**config.mk**
```make
export PLATFORM = sky130hd
export DESIGN_NAME = pdm_out_mc
export DESIGN_NICKNAME = d
export VERILOG_FILES = /design/src/rtl/tt6581_pkg.sv /design/src/rtl/pdm_dsm_core.sv /design/src/rtl/pdm_out_mc.sv
export SDC_FILE = /design/constraint.sdc
export NUM_CORES = 1
export LEC_CHECK = 0
export BUFFER_PORTS_ARGS = -buffer_cell sky130_fd_sc_hd__clkbuf_2
export CAP_MARGIN = 20
export CORE_MARGIN = 4
export CORE_UTILIZATION = 35
export DETAILED_ROUTE_END_ITERATION = 16
export PLACE_DENSITY_LB_ADDON = 0.3
export SLEW_MARGIN = 20
export SYNTH_ARGS = -nofsm -noshare
export SYNTH_HDL_FRONTEND = slang
export SYNTH_SLANG_ARGS = --single-unit
```
**constraint.sdc**
```tcl
create_clock -name clk_i -period 3.2 [get_ports clk_i]
set_input_delay 0.64 -clock clk_i [delete_from_list [all_inputs] [get_ports clk_i]]
set_output_delay 0.64 -clock clk_i [all_outputs]
set_load 0.05 [all_outputs]
```
**src/rtl/tt6581_pkg.sv**
```systemverilog
// Shared constants for the multichannel PDM output block: modulator order
// selectors and the dither LFSR seed, tap mask and step function.
package tt6581_pkg;

   localparam int ORDER_1 = 1;
   localparam int ORDER_2 = 2;

   localparam logic [15:0] LFSR_SEED = 16'hACE1;
   // Right-shifting Fibonacci form of x^16+x^14+x^13+x^11+1: taps at bits 0,2,3,5.
   localparam logic [15:0] LFSR_TAPS = 16'h002D;

   function automatic logic [15:0] lfsr_next(input logic [15:0] cur);
      lfsr_next = {^(cur & LFSR_TAPS), cur[15:1]};
   endfunction

endpackage

```
**src/rtl/pdm_dsm_core.sv**
```systemverilog
// One delta-sigma channel: first- or second-order integrator chain with a
// 1-bit quantiser, updated once per modulator step.
module pdm_dsm_core
   import tt6581_pkg::*;
#(
   parameter int DATA_W = 12,
   parameter int ORDER  = ORDER_1
) (
   input  logic                   clk,
   input  logic                   rst,
   input  logic                   step,
   input  logic signed [DATA_W:0] x,
   output logic                   pdm
);

   localparam int IW = (ORDER == ORDER_2) ? DATA_W + 4 : DATA_W + 2;
   localparam int SW = IW + 2;
   localparam logic signed [SW-1:0] FB_POS = {{(SW-DATA_W){1'b0}}, 1'b1, {(DATA_W-1){1'b0}}};
   localparam logic signed [SW-1:0] FB_NEG = -FB_POS;
   localparam logic signed [SW-1:0] SMAX   = {3'b000, {(IW-1){1'b1}}};
   localparam logic signed [SW-1:0] SMIN   = {3'b111, {(IW-1){1'b0}}};

   logic signed [SW-1:0] fb;
   logic signed [SW-1:0] sum1;
   logic signed [SW-1:0] sum2;
   logic signed [IW-1:0] i1;
   logic signed [IW-1:0] i2;
   logic signed [IW-1:0] i1_next;
   logic signed [IW-1:0] i2_next;
   logic                 pdm_next;

   function automatic logic signed [IW-1:0] sat(input logic signed [SW-1:0] v);
      if (v > SMAX) begin
         sat = SMAX[IW-1:0];
      end else if (v < SMIN) begin
         sat = SMIN[IW-1:0];
      end else begin
         sat = v[IW-1:0];
      end
   endfunction

   // Integrator update; a first-order loop never reaches the clamp, so it is shared.
   always_comb begin
      fb       = pdm ? FB_POS : FB_NEG;
      sum1     = SW'(i1) + SW'(x) - fb;
      i1_next  = sat(sum1);
      sum2     = SW'(i2) + SW'(i1_next) - fb;
      i2_next  = sat(sum2);
      pdm_next = (ORDER == ORDER_2) ? ~i2_next[IW-1] : ~i1_next[IW-1];
   end

   // Integrator and output state, advanced only on modulator steps.
   always_ff @(posedge clk) begin
      if (rst) begin
         i1  <= {IW{1'b0}};
         i2  <= {IW{1'b0}};
         pdm <= 1'b0;
      end else if (step) begin
         i1  <= i1_next;
         i2  <= i2_next;
         pdm <= pdm_next;
      end
   end

endmodule

```
**src/rtl/pdm_out_mc.sv**
```systemverilog
// Multichannel PDM output: step divider, frame counter, one-deep sample
// handshake and per-channel modulators. Optional LSB dither: PDM_DITHER_EN.
module pdm_out_mc
   import tt6581_pkg::*;
#(
   parameter int NUM_CH  = 1,
   parameter int DATA_W  = 12,
   parameter int ORDER   = ORDER_1,
   parameter int CLK_DIV = 4,
   parameter int OSR     = 64
) (
   input  logic                     clk_i,
   input  logic                     rst_i,
   input  logic                     s_valid_i,
   output logic                     s_ready_o,
   input  logic [NUM_CH*DATA_W-1:0] s_data_i,
   input  logic                     enable_i,
   output logic [NUM_CH-1:0]        pdm_o,
   output logic                     frame_o,
   output logic                     underrun_o
);

   localparam int DIV_W = (CLK_DIV > 1) ? $clog2(CLK_DIV) : 1;
   localparam int CNT_W = $clog2(OSR);
   localparam logic [DIV_W-1:0] DIV_LAST = DIV_W'(CLK_DIV - 1);
   localparam logic [CNT_W-1:0] CNT_LAST = CNT_W'(OSR - 1);

   logic [DIV_W-1:0]         div_cnt;
   logic [CNT_W-1:0]         step_cnt;
   logic                     step;
   logic                     boundary;
   logic                     accept;
   logic                     pend_full;
   logic [NUM_CH*DATA_W-1:0] pending;
   logic [NUM_CH*DATA_W-1:0] active;
   logic signed [DATA_W:0]   dither;

   assign step     = enable_i && (div_cnt == DIV_LAST);
   assign boundary = step && (step_cnt == CNT_LAST);
   assign accept   = s_valid_i && s_ready_o;

   // Clock divider and step counter; both hold while disabled.
   always_ff @(posedge clk_i) begin
      if (rst_i) begin
         div_cnt  <= {DIV_W{1'b0}};
         step_cnt <= {CNT_W{1'b0}};
      end else if (enable_i) begin
         div_cnt <= (div_cnt == DIV_LAST) ? {DIV_W{1'b0}} : div_cnt + 1'b1;
         if (step) begin
            step_cnt <= (step_cnt == CNT_LAST) ? {CNT_W{1'b0}} : step_cnt + 1'b1;
         end
      end
   end

   // Handshake and frame bookkeeping; ready only rises once pending has drained,
   // so a boundary never sees an accept while pending is still full.
   always_ff @(posedge clk_i) begin
      if (rst_i) begin
         pending    <= {(NUM_CH*DATA_W){1'b0}};
         active     <= {(NUM_CH*DATA_W){1'b0}};
         pend_full  <= 1'b0;
         s_ready_o  <= 1'b0;
         frame_o    <= 1'b0;
         underrun_o <= 1'b0;
      end else begin
         frame_o    <= boundary;
         underrun_o <= boundary && !pend_full && !accept;
         if (boundary && pend_full) begin
            active    <= pending;
            pend_full <= 1'b0;
            s_ready_o <= 1'b1;
         end else if (accept) begin
            pending   <= s_data_i;
            pend_full <= 1'b1;
            s_ready_o <= 1'b0;
         end else begin
            s_ready_o <= !pend_full;
         end
      end
   end

`ifdef PDM_DITHER_EN
   logic [15:0] lfsr;

   // Dither source, one shift per modulator step.
   always_ff @(posedge clk_i) begin
      if (rst_i) begin
         lfsr <= LFSR_SEED;
      end else if (step) begin
         lfsr <= lfsr_next(lfsr);
      end
   end

   assign dither = {{DATA_W{1'b0}}, lfsr[0]};
`else
   assign dither = {(DATA_W+1){1'b0}};
`endif

   for (genvar ch = 0; ch < NUM_CH; ch++) begin : g_ch
      logic signed [DATA_W:0] x;

      // One guard bit so that +full-scale plus dither cannot wrap.
      assign x = {active[(ch+1)*DATA_W-1], active[ch*DATA_W +: DATA_W]} + dither;

      pdm_dsm_core #(
         .DATA_W(DATA_W),
         .ORDER (ORDER)
      ) u_core (
         .clk (clk_i),
         .rst (rst_i),
         .step(step),
         .x   (x),
         .pdm (pdm_o[ch])
      );
   end

endmodule
```
### Word level (Yosys, flattened, before mapping)

Index checks and enable logic that the tools add are counted.

| word-level totals | value |
|---|---|
| register bits | 51 |
| input bits | 16 |

| operators by class | value |
|---|---|
| add/sub/neg operators | 4 |
| $lt $le $gt $ge | 2 |
| equality and inequality tests | 2 |
| multiplexer cells | 7 |
| bitwise operators | 2 |
| reduce and logical (&&, ||, !) cells | 11 |

Operator list:

| cell | number |
|---|---|
| $mux W14 | 2 |
| $gt A16 B14 Y1 const B | 1 |
| $lt A16 B14 Y1 const B | 1 |
| $mux W16 | 1 |
| $sub A16 B16 Y16 | 1 |
| $add A14 B12 Y15 | 1 |
| $add A6 B1 Y6 const B | 1 |
| $eq A6 B6 Y1 const B | 1 |
| $logic_and A1 B1 Y1 | 6 |
| $mux W6 | 1 |
| $reduce_and A2 Y1 | 2 |
| $add A2 B1 Y2 const B | 1 |
| $eq A2 B2 Y1 const B | 1 |
| $logic_not A1 Y1 | 2 |
| $mux W1 | 2 |
| $mux W2 | 1 |
| $not A1 Y1 | 2 |
| $reduce_or A2 Y1 | 1 |

### Longest topological paths before layout

Gate-level depths: netlist of the first run.

| logic depth | value |
|---|---|
| word-level depth | 6 |
| gate-level depth with buffers | 18 |

### Cells and area by module

Synthesis of the first run repeated with hierarchy kept, for this count alone.

| second synthesis, totals | value |
|---|---|
| cells, all modules | 385 |
| area, all modules | 3,183.1 µm² |

By module, submodules not included:

| module | times used | cells each | area each (µm²) |
|---|---|---|---|
| pdm_dsm_core | 1 | 218 | 1,657.8 |
| pdm_out_mc | 1 | 167 | 1,525.2 |

### Worst setup path before layout of the first run

Ideal clock, no wire load.

| path | value |
|---|---|
| kind | register -> register |
| start | reg active[5] |
| end | reg g_ch[0].u_core.i1[11] |
| library setup time | 0.119 ns |
| data arrival time | 3.470 ns |
| data required time | 3.081 ns |
| slack | -0.389 ns |
| stages on the path, launching flop included | 17 |
| clock period less this slack | 3.589 ns |
| cell sequence | dfxtp_1 > ha_1 > or3_4 > or2_2 > o22ai_1 > o21ai_1 > a31oi_1 > xnor2_1 > ha_1 > and3_2 > o311ai_1 > o311a_1 > o211ai_2 > xnor2_2 > a31oi_4 > buf_6 > o221a_2 |

| on the way | value |
|---|---|
| cells in the longest elaborated chain, start to end | 5 |
| elaborated cells on any way between the ends | 6 |

Ends and longest elaborated chain:

| what | line | text |
|---|---|---|
| start: declaration | pdm_out_mc.sv:35 | `logic [NUM_CH*DATA_W-1:0] active;` |
| start signal: assignment | pdm_out_mc.sv:60 | `active <= {(NUM_CH*DATA_W){1'b0}};` |
| start signal: assignment | pdm_out_mc.sv:69 | `active <= pending;` |
| $add A14 B12 Y15 * | pdm_dsm_core.sv:45 | `sum1 = SW'(i1) + SW'(x) - fb;` |
| $sub A16 B16 Y16 * | pdm_dsm_core.sv:45 |  |
| $lt A16 B14 Y1 | pdm_dsm_core.sv:35 | `end else if (v < SMIN) begin` |
| $mux W14 | pdm_dsm_core.sv:35 |  |
| $mux W14 * | pdm_dsm_core.sv:33 | `if (v > SMAX) begin` |
| end signal: assignment | pdm_dsm_core.sv:55 | `i1 <= {IW{1'b0}};` |
| end signal: assignment | pdm_dsm_core.sv:59 | `i1 <= i1_next;` |
| end: declaration | pdm_dsm_core.sv:26 | `logic signed [IW-1:0] i1;` |

Mark *: on every way between the ends. The rest lies on a longest branch, timed or not.
A chain may end at the register's enable or synchronous reset.

### Final worst setup path of the first run

| path | value |
|---|---|
| start | reg g_ch[0].u_core.i1[0] |
| end | reg g_ch[0].u_core.i1[4] |

| on the way | value |
|---|---|
| cells in the longest elaborated chain, start to end | 5 |
| elaborated cells on any way between the ends | 6 |

Ends and longest elaborated chain:

| what | line |
|---|---|
| $add A14 B12 Y15 * | pdm_dsm_core.sv:45 |
| $sub A16 B16 Y16 * | pdm_dsm_core.sv:45 |
| $lt A16 B14 Y1 | pdm_dsm_core.sv:35 |
| $mux W14 | pdm_dsm_core.sv:35 |
| $mux W14 * | pdm_dsm_core.sv:33 |

Marked as above.

==> results by group, run 1 <==
Min path
  • Hold worst-path end: pending[11]
  • Launch point of the worst hold path: pending[11]
  • Hold path depth: 2
  • Type of the most critical hold path: reg -> reg

Run
  • Max-cap violations: 0

STA
  • Final-layout setup total negative slack: -5390 ps
  • Worst Tran Pin Value: 447 ps
  • Max Freq: between 0.2 and 0.3 GHz
  • Final clock period utilization by the worst path: 112%
  • Final critical-path setup slack: -398 ps
  • Number of max-slew violations in the final report: 0
  • Max_slew headroom: approximately 70%
  • RSZ-0062 raised after global routing: true
  • Final hold violation count: 0
  • Final setup vio count: 15
  • Minimum clock period: 3600 ps
  • Worst clock skew: 7.44 ps
  • Worst-case hold slack: 459 ps

Clock network
  • Number of levels the H-tree was split into: 2
  • Root cell of the clock tree: sky130_fd_sc_hd__clkbuf_8
  • Worst-path clk slew: 100 ps
  • # hold bufs at CTS: 0
  • TritonCTS clock tree: yes
  • Clk sink count: ~50
  • Total CTS buffers: 5
  • Later-pin clock latency in the skew report: 310 ps
  • Number of buffers between clock root and the deepest sink: 2

Synth
  • Avg Synthesized Cell Area: between 8 and 9 sq um
  • Number of unique standard cell types used by synthesis: between 50 and 60
  • Synthesized netlist net count: approximately 340
  • Area contributors post-synth: sky130_fd_sc_hd__dfxtp_1 (38%), sky130_fd_sc_hd__ha_1 (9.0%), sky130_fd_sc_hd__nand2_1 (8.9%), sky130_fd_sc_hd__a21oi_1 (7.0%), sky130_fd_sc_hd__o221a_2 (3.8%)
  • Number of synthesis warnings: 0
  • Post-synth ARST share: 0%
  • Flip-flop and latch count after synthesis: 51
  • Netlist area before placement: 0.00266 sq mm
  • Register area share after synthesis: between 30 and 40%
  • Post-synth top area share: 38.5%
  • Count of flip-flops with a built-in enable after synthesis: 0
  • Post-synthesis cell count: 307
  • Dominant synthesized flop cell: sky130_fd_sc_hd__dfxtp_1
  • Largest area contributor in the netlist: sky130_fd_sc_hd__dfxtp_1

Cells and area
  • Number of nets in the layout: 413
  • Final Non-Filler Cells: 476
  • Share of layout cells above drive strength 1: 33.7%
  • Antenna Diode Count: 0
  • Layout filler cell count: between 700 and 800
  • Area added between synthesis and finish: 31.0%

Route
  • DRC violation total after the first TritonRoute iteration: 60
  • Average wire per standard cell: 12.7 um
  • Number of iterations in the first detailed-routing pass: 4
  • Detailed-route DRC error count: 0
  • Antenna-violating nets left: 0
  • DR vias: between 2000 and 2500
  • Post-Route WL: 6.06 mm
  • Routed via count divided by cell count: 4.90

Pwr
  • Peak supply drop: 241 uV
  • Leakage dissipation: approximately 1.4 nW
  • Power per standard cell area: 324 mW/mm^2

Run status
  • Violations in the final reports: setup timing
  • Outcome: finished with violations

Worst setup path
  • Largest fanout on the critical path: 6
  • Number of cell instances on the worst register-to-register path: 19
  • Worst reg2reg path endpoint: g_ch[0].u_core.i1[4]
  • Data arrival time at the worst-slack endpoint: 3860 ps
  • Crit path required time: between 3000 and 4000 ps
  • Startpoint of the most critical register-to-register path: g_ch[0].u_core.i1[0]
  • Kind of critical path: reg -> reg
  • Worst Setup End Kind: flop
  • Minimum setup slack among reg-to-reg paths: -400 ps
  • Kind of launch point of the worst setup path: flop

Die
  • Horiz. Die Dim: 95.1 um
  • Die Height: 95.1 um
  • Full die area: 0.00904 sq mm
  • Standard-cell row count: 31
  • Starting density of the core: between 30% and 40%
  • Top-Level Pins: 20
  • Floorplan Core Area: 0.00733 sq mm

Placement
  • Post-placement cell count: 456
  • Total of buffers placed on input and output ports: 19
  • Worst-case setup slack after placement: -498 ps
  • RD Place Congestion: about 0.88
  • Sum of net half-perimeters after detailed placement: 4.32 mm

GRT
  • Largest net degree at the start of global routing: 43
  • Initial antenna violation count: 0
  • Vias in the first global route: 2394
  • GRT Residual Overflow: 0
  • Overall routing resource usage: 14.6%
  • Wire length of the first global-routing pass: between 10 and 15 mm
-- worst max-delay path, stage by stage (launching register included) --
cell                       delay, ps
sky130_fd_sc_hd__dfxtp_2         360
sky130_fd_sc_hd__ha_4            140
sky130_fd_sc_hd__inv_2            40
sky130_fd_sc_hd__fa_2            360
sky130_fd_sc_hd__nor2b_2         140
sky130_fd_sc_hd__o31a_1          200
sky130_fd_sc_hd__o22ai_4          90
sky130_fd_sc_hd__o21ai_2         190
sky130_fd_sc_hd__a31oi_4         120
sky130_fd_sc_hd__xnor2_2         170
sky130_fd_sc_hd__ha_1            340
sky130_fd_sc_hd__and3_4          190
sky130_fd_sc_hd__o311ai_2         80
sky130_fd_sc_hd__o311a_1         220
sky130_fd_sc_hd__o211ai_2         90
sky130_fd_sc_hd__xnor2_2         170
sky130_fd_sc_hd__buf_4           150
sky130_fd_sc_hd__o22ai_4         140
sky130_fd_sc_hd__buf_6           160
sky130_fd_sc_hd__o221a_2         180
-- power breakdown --
part	internal (mW)	leakage, nW	switching, mW
clock	0.157	0.0418	0.221
combinational	0.0396	0.963	0.0488
sequential	0.649	0.414	0.00944
total	0.846	1.42	0.279
-- Yosys cell counts (3+ instances only) --
master / count
sky130_fd_sc_hd__a211oi_1: 4
sky130_fd_sc_hd__a21oi_1: 37
sky130_fd_sc_hd__buf_2: 3
sky130_fd_sc_hd__buf_6: 3
sky130_fd_sc_hd__clkbuf_1: 6
sky130_fd_sc_hd__dfxtp_1: 51
sky130_fd_sc_hd__ha_1: 19
sky130_fd_sc_hd__inv_1: 12
sky130_fd_sc_hd__nand2_1: 63
sky130_fd_sc_hd__nor2_1: 17
sky130_fd_sc_hd__nor2b_1: 4
sky130_fd_sc_hd__nor3_1: 7
sky130_fd_sc_hd__o21a_1: 5
sky130_fd_sc_hd__o21ai_0: 7
sky130_fd_sc_hd__o221a_2: 9
sky130_fd_sc_hd__o22ai_1: 3
sky130_fd_sc_hd__xnor2_1: 11
sky130_fd_sc_hd__xor2_1: 5
-- layer usage --
metal	vias up	share of wire (%)	track usage, %
met2	14	50	26.2
met3	5	2.0	2.53
met5	-	0	0
met4	0	1.2	4.69
met1	1090	47	17.6
li1	1223	-	-
-- state kept, by name, summed over array words and instances, names as in the netlist --
| name | flops |
|---|---|
| pend_full | 1 |
| active | 12 |
| underrun_o | 1 |
| pending | 12 |
| step_cnt | 6 |
| div_cnt | 2 |
| g_ch.u_core.i1 | 14 |
| frame_o | 1 |
| g_ch.u_core.pdm | 1 |
| s_ready_o | 1 |
-- what timing repair did --
item	CTS	global route
setup endpoints to repair	13	15
resized for setup	17	9
setup buffers	8	3
pin swaps	9	5
gates cloned	1	0
-- worst max path at each step --
stage / start / to / slack (ps)
global route: active[0] / g_ch[0].u_core.i1[4] / -550
floorplan: g_ch[0].u_core.i1[0] / g_ch[0].u_core.i1[11] / -270
CTS: g_ch[0].u_core.i1[0] / g_ch[0].u_core.i1[4] / -370
detailed placement: active[0] / g_ch[0].u_core.i1[4] / -500
global placement: active[5] / g_ch[0].u_core.i1[0] / -350
finish: g_ch[0].u_core.i1[0] / g_ch[0].u_core.i1[4] / -400
-- metrics by stage --
step / utilization, % / total power [mW] / area, sq um
CTS: 46.5 / 1.14 / 3410
global route: 47.4 / 1.17 / 3480
floorplan: - / 0.725 / 2700
finish: 47.4 / 1.13 / 3480
detailed placement: 43.2 / 0.752 / 3170
global placement: 43.2 / 0.750 / 3170
-- logic make-up (layout without fill, tap and decap cells) --
| group | Yosys count | after routing | synth area share [%] |
|---|---|---|---|
| xor+xnor | 17 | 17 | 5.89 |
| flops | 51 | 51 | 38.5 |
| fa+ha+maj | 21 | 21 | 10.5 |
| simple gates | 107 | 107 | 17.7 |
| mux | 2 | 2 | 0.754 |
| buf+inv | 25 | 95 | 4.67 |
| compound gates | 84 | 84 | 22.1 |
-- layout by cell type (no fill, tap or decap), drive strengths merged, types with 3 or more instances in the layout --
cell type	count
inv	13
nor2	17
dfxtp	51
a21oi	38
o21a	5
xnor2	12
o221a	11
buf	56
nor3	7
nand2	64
and2	3
o22ai	3
ha	19
o21ai	8
xor2	5
clkbuf	25
nor2b	4
a211oi	4
-- area by class of cell --
cell class | count | area [sq um] | area share [%]
clock buffers | 6 | 72.6 | 2.09
multi-input cells | 231 | 1660 | 47.6
well taps | 99 | 124 | 3.56
inverters | 12 | 45.0 | 1.30
clock inverters | 2 | 16.3 | 0.468
repair buffers | 75 | 539 | 15.5
flip-flops and latches | 51 | 1020 | 29.4
(Power assumes the default switching activity.)
==> run 2, diff against run 1 <==
CORE_UTILIZATION = 54   (was 35)
==> run 2 against run 1 <==
The run still ends with setup timing left. Critical path depth fell by 3. First-iteration DRC count up 52%. Combinational power is 0.8% lower. Non-clock buffer count fell by 6. Largest cell class unchanged.
==> results by group, run 2 (synthesis results as in run 1) <==
Run status
  • Outcome: finished with violations
  • Violations in the final reports: setup timing

Worst setup path
  • Worst-path cell with the longest stage delay: sky130_fd_sc_hd__or3_4
  • List of cells traversed by the critical path: ha_2 > or3_4 > or2_4 > o22ai_4 > o21ai_4 > a31oi_4 > xnor2_2 > ha_1 > and3_4 > o311ai_4 > o311a_1 > o211ai_2 > xnor2_2 > buf_4 > a31oi_4 > o221a_2
  • Largest fanout on the critical path: 6 (unchanged)
  • Kind of launch point of the worst setup path: flop
  • Worst Setup End Kind: flop
  • Data arrival time at the worst-slack endpoint: 3890 ps (+30 ps)
  • Buffer and inverter count on the worst path: 1 (-2)
  • Dominant delay contributor by cell family on the critical path: compound AO/OA/AOI/OAI gates
  • Crit path required time: 3460 ps (about the same)
  • Kind of critical path: reg -> reg
  • Largest stage delay on the critical path: 390 ps (+30 ps)

Cells and area
  • Top flop regs: g_ch.u_core.i1 x14, active x12, pending x12
  • Share of layout cells above drive strength 1: 31.7% (-2.0 points)
  • Register ranked first by flip-flop count: g_ch.u_core.i1
  • Flip-flop count of the largest register after layout: 14 (unchanged)
  • Post-layout instance area: 0.00340 sq mm (-2.1%)
  • Commonest non-fill, non-tap cell in the layout: sky130_fd_sc_hd__nand2_1
  • Most frequent cells in the layout: sky130_fd_sc_hd__nand2_1 (63), sky130_fd_sc_hd__dfxtp_1 (49), sky130_fd_sc_hd__buf_4 (46)
  • Layout filler cell count: 374 (-48%)
  • Number of nets in the layout: 408 (-1.2%)
  • Area added between synthesis and finish: 28.2%
  • Antenna Diode Count: 0 (unchanged)

Run
  • Max-cap violations: 0 (unchanged)

STA
  • Minimum clock period: 3630 ps (+32.8 ps)
  • RSZ-0062 raised after global routing: true
  • Max_slew headroom: 55.8% (-14 points)
  • Worst Tran Pin Value: 660 ps (+214 ps)
  • Final setup vio count: 13 (-2)
  • Number of max-slew violations in the final report: 0 (unchanged)
  • Worst clock skew: 8.97 ps (+1.53 ps)
  • Max Freq: 0.275 GHz (-0.90%)
  • Final critical-path setup slack: -431 ps (-32.8 ps)
  • Final hold violation count: 0 (unchanged)
  • Final clock period utilization by the worst path: 113% (+1.0 points)

Pwr
  • Internal power consumption: 0.844 mW (-0.23%)
  • Net Switching: 0.279 mW (about the same)
  • Peak supply drop: 332 uV (+38%)
  • Total power of the final layout: 1.12 mW (-0.15%)
  • Proportion of total power due to net switching: 24.9% (+0.059 points)
  • Power per standard cell area: 330 mW/mm^2 (+2.0%)
  • Proportion of power drawn by the clock network: 33.6% (about the same)
  • Seq pwr share: 58.6% (about the same)
  • Part of the power in combinational logic: 7.8% (about the same)
  • Leakage dissipation: 1.39 nW (-1.9%)

Placement
  • Sum of net half-perimeters after detailed placement: 4.16 mm (-3.7%)
  • Placement-stage cell area: 0.00311 sq mm (-2.0%)
  • Total of buffers placed on input and output ports: 19 (unchanged)
  • RD Place Congestion: 0.917 (+4.1%)

Route
  • Antenna-violating nets left: 0 (unchanged)
  • Average wire per standard cell: 14.2 um (+12%)
  • DRC violation total after the first TritonRoute iteration: 91 (+52%)
  • Number of iterations in the first detailed-routing pass: 4 (unchanged)
  • Detailed-route DRC error count: 0 (unchanged)
  • Post-Route WL: 6.25 mm (+3.2%)
  • Routed via count divided by cell count: 5.40 (+10%)
  • DR vias: 2372 (+1.7%)

Clock network
  • Number of levels the H-tree was split into: 2 (unchanged)
  • Root cell of the clock tree: sky130_fd_sc_hd__clkbuf_8
  • Total CTS buffers: 5 (unchanged)
  • Clk sink count: 51 (unchanged)
  • Later-pin clock latency in the skew report: 310 ps (about the same)
  • TritonCTS clock tree: yes
  • Worst-path clk slew: 100 ps (about the same)
  • Number of buffers between clock root and the deepest sink: 2 (unchanged)

GRT
  • GRT Residual Overflow: 0 (unchanged)
  • Initial antenna violation count: 0 (unchanged)
  • Vias in the first global route: 2351 (-1.8%)
  • Wire length of the first global-routing pass: 10.4 mm (-0.72%)
  • Overall routing resource usage: 21.3% (+6.7 points)
  • Largest net degree at the start of global routing: 43 (unchanged)

Min path
  • Type of the most critical hold path: reg -> reg

Die
  • Starting density of the core: 55.8% (+20 points)
  • Horiz. Die Dim: 78.1 um (-18%)
  • Full die area: 0.00610 sq mm (-33%)
  • Floorplan Core Area: 0.00475 sq mm (-35%)
  • Standard-cell row count: 25 (-19%)
  • Die Height: 78.1 um (-18%)
  • Top-Level Pins: 20 (unchanged)
## run 2: power by group through the flow
stage	clock [mW]	combinational, mW	sequential (mW)
final	0.378	0.0877	0.658
after CTS	0.386	0.0852	0.658
after floorplan	0	0.0491	0.676
after global placement	0	0.0770	0.672
after detailed placement	0	0.0787	0.673
after global routing	0.409	0.0977	0.660
## run 2: worst paths after layout
check | startpoint | endpoint | slack [ps] | cells past startpoint
setup / recovery | g_ch[0].u_core.i1[5] | g_ch[0].u_core.i1[11] | -430 | 16
setup reg to reg | g_ch[0].u_core.i1[5] | g_ch[0].u_core.i1[11] | -430 | 16
hold / removal | pending[3] | active[3] | 450 | 2
hold reg to reg | pending[3] | active[3] | 450 | 2
## run 2: final cells by class
class	count	area (sq um)	area share [%]
clock inverter	2	16.3	0.478
timing repair buffer	69	485	14.3
sequential	51	1020	30.1
clock buffer	6	72.6	2.13
inverter	12	45.0	1.32
multi-input combinational	232	1680	49.3
tap	67	83.8	2.46
## run 2: per-layer routing
layer  vias up  track usage, %  share of wire, %
met5         -               0                 0
met4         0            7.17               2.2
met3        13            4.47               2.6
met2        31            38.3                51
met1      1122            25.1                44
li1       1206               -                 -
## run 2: worst reg2reg max path, delay by kind of cell (launching register included)
kind            cells  cell delay (ps)
compound gates      8             1470
simple gates        3              820
fa+ha+maj           2              480
xor+xnor            2              340
flops               1              330
buf+inv             1              160
## run 2: what timing repair did
action / in CTS / in global routing
pin swaps: 23 / 4
endpoints found under the setup margin: 13 / 15
cloned: 1 / 0
gates resized for setup: 18 / 6
hold buffers: 0 / 0
buffers inserted: 7 / 2
## run 2: metrics by stage
step                      setup TNS [ps]  std cells  setup slack, ps  hold slack (ps)  util, %
after CTS                          -4330        437             -364              460     70.5
after global routing               -7300        439             -544              474     71.6
after floorplan                    -2910        307             -269              425        -
after detailed placement           -6510        421             -529              445     65.3
after global placement             -4390        421             -354              441     65.3
final                              -5060        439             -431              454     71.6
==> run 3, diff against run 2 <==
CORE_MARGIN = 5   (was 4)
==> run 3 against run 2 <==
Cell count rose by 0.46%. Sequential share of layout area fell by 0.49 points. The run still ends with setup timing left. Largest cell class unchanged. Global-route usage fell by 0.13 points.
==> results by group, run 3 (synthesis results as in run 1) <==
Route
  • Antenna-violating nets left: 0 (unchanged)
  • DRC violation total after the first TritonRoute iteration: 110 (+21%)
  • Number of iterations in the first detailed-routing pass: 4 (unchanged)
  • Post-Route WL: 6.58 mm (+5.2%)
  • Detailed-route DRC error count: 0 (unchanged)
  • Routed via count divided by cell count: 5.45 (+0.81%)
  • Average wire per standard cell: 14.9 um (+4.7%)
  • DR vias: 2402 (+1.3%)

Run
  • Max-cap violations: 0 (unchanged)

Die
  • Floorplan Core Area: 0.00475 sq mm (unchanged)
  • Horiz. Die Dim: 80.1 um (+2.6%)
  • Full die area: 0.00642 sq mm (+5.2%)
  • Die Height: 80.1 um (+2.6%)
  • Starting density of the core: 55.8% (unchanged)
  • Standard-cell row count: 25 (unchanged)
  • Top-Level Pins: 20 (unchanged)

GRT
  • GRT Residual Overflow: 0 (unchanged)
  • Largest net degree at the start of global routing: 43 (unchanged)
  • Initial antenna violation count: 0 (unchanged)
  • Overall routing resource usage: 21.2% (-0.13 points)
  • Vias in the first global route: 2400 (+2.1%)
  • Wire length of the first global-routing pass: 10.6 mm (+1.7%)

Clock network
  • Total CTS buffers: 5 (unchanged)
  • Number of buffers between clock root and the deepest sink: 2 (unchanged)
  • TritonCTS clock tree: yes
  • Root cell of the clock tree: sky130_fd_sc_hd__clkbuf_8
  • Worst-path clk slew: 110 ps (about the same)
  • Clk sink count: 51 (unchanged)
  • Later-pin clock latency in the skew report: 320 ps (about the same)
  • Number of levels the H-tree was split into: 2 (unchanged)

Cells and area
  • Most frequent cells in the layout: sky130_fd_sc_hd__nand2_1 (63), sky130_fd_sc_hd__buf_4 (48), sky130_fd_sc_hd__dfxtp_1 (44)
  • Number of nets in the layout: 410 (+0.49%)
  • Register ranked first by flip-flop count: g_ch.u_core.i1
  • Share of layout cells above drive strength 1: 34.8% (+3.0 points)
  • Post-layout instance area: 0.00348 sq mm (+2.3%)
  • Flip-flop count of the largest register after layout: 14 (unchanged)
  • Area added between synthesis and finish: 31.1%
  • Layout filler cell count: 359 (-4.0%)
  • Final Non-Filler Cells: 441 (+0.46%)
  • Commonest non-fill, non-tap cell in the layout: sky130_fd_sc_hd__nand2_1
  • Top flop regs: g_ch.u_core.i1 x14, active x12, pending x12
  • Antenna Diode Count: 0 (unchanged)

Worst setup path
  • Number of cell instances on the worst register-to-register path: 18 (+2)
  • Kind of critical path: reg -> reg
  • Kind of launch point of the worst setup path: flop
  • Crit path required time: 3430 ps (-30 ps)
  • Largest fanout on the critical path: 6 (unchanged)
  • Data arrival time at the worst-slack endpoint: 3900 ps (about the same)
  • List of cells traversed by the critical path: ha_4 > inv_2 > fa_2 > nor2b_2 > o31a_1 > o22ai_2 > o21ai_2 > a31oi_4 > xnor2_2 > ha_1 > and3_4 > o311ai_2 > o311a_1 > o211ai_2 > xnor2_2 > buf_4 > a31oi_4 > o221a_2
  • Worst Setup End Kind: flop
  • Worst reg2reg path endpoint: g_ch[0].u_core.i1[11]
  • Largest stage delay on the critical path: 370 ps (-20 ps)
  • Worst-path cell with the longest stage delay: sky130_fd_sc_hd__dfxtp_2
  • Startpoint of the most critical register-to-register path: g_ch[0].u_core.i1[0]
  • Minimum setup slack among reg-to-reg paths: -470 ps (-40 ps)

Pwr
  • Proportion of total power due to net switching: 26.3% (+1.5 points)
  • Power per standard cell area: 331 mW/mm^2 (+0.35%)
  • Net Switching: 0.304 mW (+8.7%)
  • Leakage dissipation: 1.42 nW (+2.0%)
  • Total power of the final layout: 1.15 mW (+2.6%)
  • Part of the power in combinational logic: 7.6% (-0.2 points)
  • Internal power consumption: 0.850 mW (+0.65%)
  • Proportion of power drawn by the clock network: 35.3% (+1.7 points)
  • Peak supply drop: 384 uV (+15%)
  • Seq pwr share: 57.1% (-1.5 points)

Placement
  • Placement-stage cell area: 0.00309 sq mm (-0.48%)
  • Post-placement cell count: 419 (-0.48%)
  • Total of buffers placed on input and output ports: 19 (unchanged)
  • RD Place Congestion: 0.913 (-0.49%)
  • Sum of net half-perimeters after detailed placement: 4.18 mm (+0.29%)
  • Worst-case setup slack after placement: -439 ps (+89.3 ps)

Min path
  • Type of the most critical hold path: reg -> reg
  • Launch point of the worst hold path: pending[2]
  • Hold worst-path end: active[2]
  • Hold path depth: 2 (unchanged)

STA
  • Max Freq: 0.272 GHz (-1.1%)
  • Worst clock skew: 10.6 ps (+1.61 ps)
  • Final setup vio count: 14 (+1)
  • RSZ-0062 raised after global routing: true
  • Minimum clock period: 3670 ps (+41.8 ps)
  • Final-layout setup total negative slack: -5800 ps (-745 ps)
  • Number of max-slew violations in the final report: 0 (unchanged)
  • Final hold violation count: 0 (unchanged)
  • Worst Tran Pin Value: 687 ps (+26.8 ps)
  • Final clock period utilization by the worst path: 115% (+1.3 points)
  • Max_slew headroom: 54.0% (-1.8 points)
  • Final critical-path setup slack: -472 ps (-41.8 ps)

Run status
  • Violations in the final reports: setup timing
  • Outcome: finished with violations
## run 3: worst max path at each step
stage / start / to / slack, ps / depth (start not counted)
global route: g_ch[0].u_core.i1[0] / g_ch[0].u_core.i1[11] / -630 / 18
CTS: g_ch[0].u_core.i1[0] / g_ch[0].u_core.i1[5] / -330 / 18
floorplan: g_ch[0].u_core.i1[0] / g_ch[0].u_core.i1[11] / -270 / 18
global placement: g_ch[0].u_core.i1[5] / g_ch[0].u_core.i1[1] / -350 / 15
finish: g_ch[0].u_core.i1[0] / g_ch[0].u_core.i1[11] / -470 / 18
detailed placement: g_ch[0].u_core.i1[0] / g_ch[0].u_core.i1[7] / -440 / 17
## run 3: power groups by stage
stage	clock [mW]	sequential (mW)	combinational, mW
after floorplan	0	0.676	0.0491
after global placement	0	0.672	0.0767
after detailed placement	0	0.673	0.0790
after CTS	0.410	0.658	0.0836
after global routing	0.435	0.661	0.0970
final	0.407	0.659	0.0879
## run 3: timing repair
item	4_1_cts	5_1_grt
buffers inserted	9	5
cloned	1	0
hold buffers	0	0
pin swaps	23	20
setup endpoints to repair	13	15
resized for setup	16	19
## run 3: per-layer routing
layer  global-route usage, %  share of wire, %  up-vias
li1                        -                 -     1212
met5                       0                 0        -
met4                    9.80               3.4        0
met1                    25.2                43     1131
met3                    3.48               2.7       21
met2                    37.0                51       38
## run 3: per-stage QoR
stage / util (%) / hold WS, ps
finish: 73.2 / 451
global route: 73.2 / 474
CTS: 70.0 / 453
detailed placement: 65.0 / 446
global placement: 65.0 / 441
floorplan: - / 425
## run 3: worst max-delay path, delay by kind of cell, from the launching register on
family	cells	cell delay (ps)
XOR/XNOR	2	360
AND/OR/NAND/NOR	2	340
AO/OA/AOI/OAI	9	1450
adder cells (fa/ha/maj)	3	830
flip-flops	1	370
buffers and inverters	2	230
## run 3: cell type report
cell class / count / area, sq um / share of cell area (%)
clock buffers: 5 / 68.8 / 1.98
clock inverters: 3 / 27.5 / 0.791
inverters: 12 / 45.0 / 1.29
multi-input cells: 232 / 1730 / 49.6
flip-flops and latches: 51 / 1030 / 29.6
well taps: 67 / 83.8 / 2.41
repair buffers: 71 / 500 / 14.4
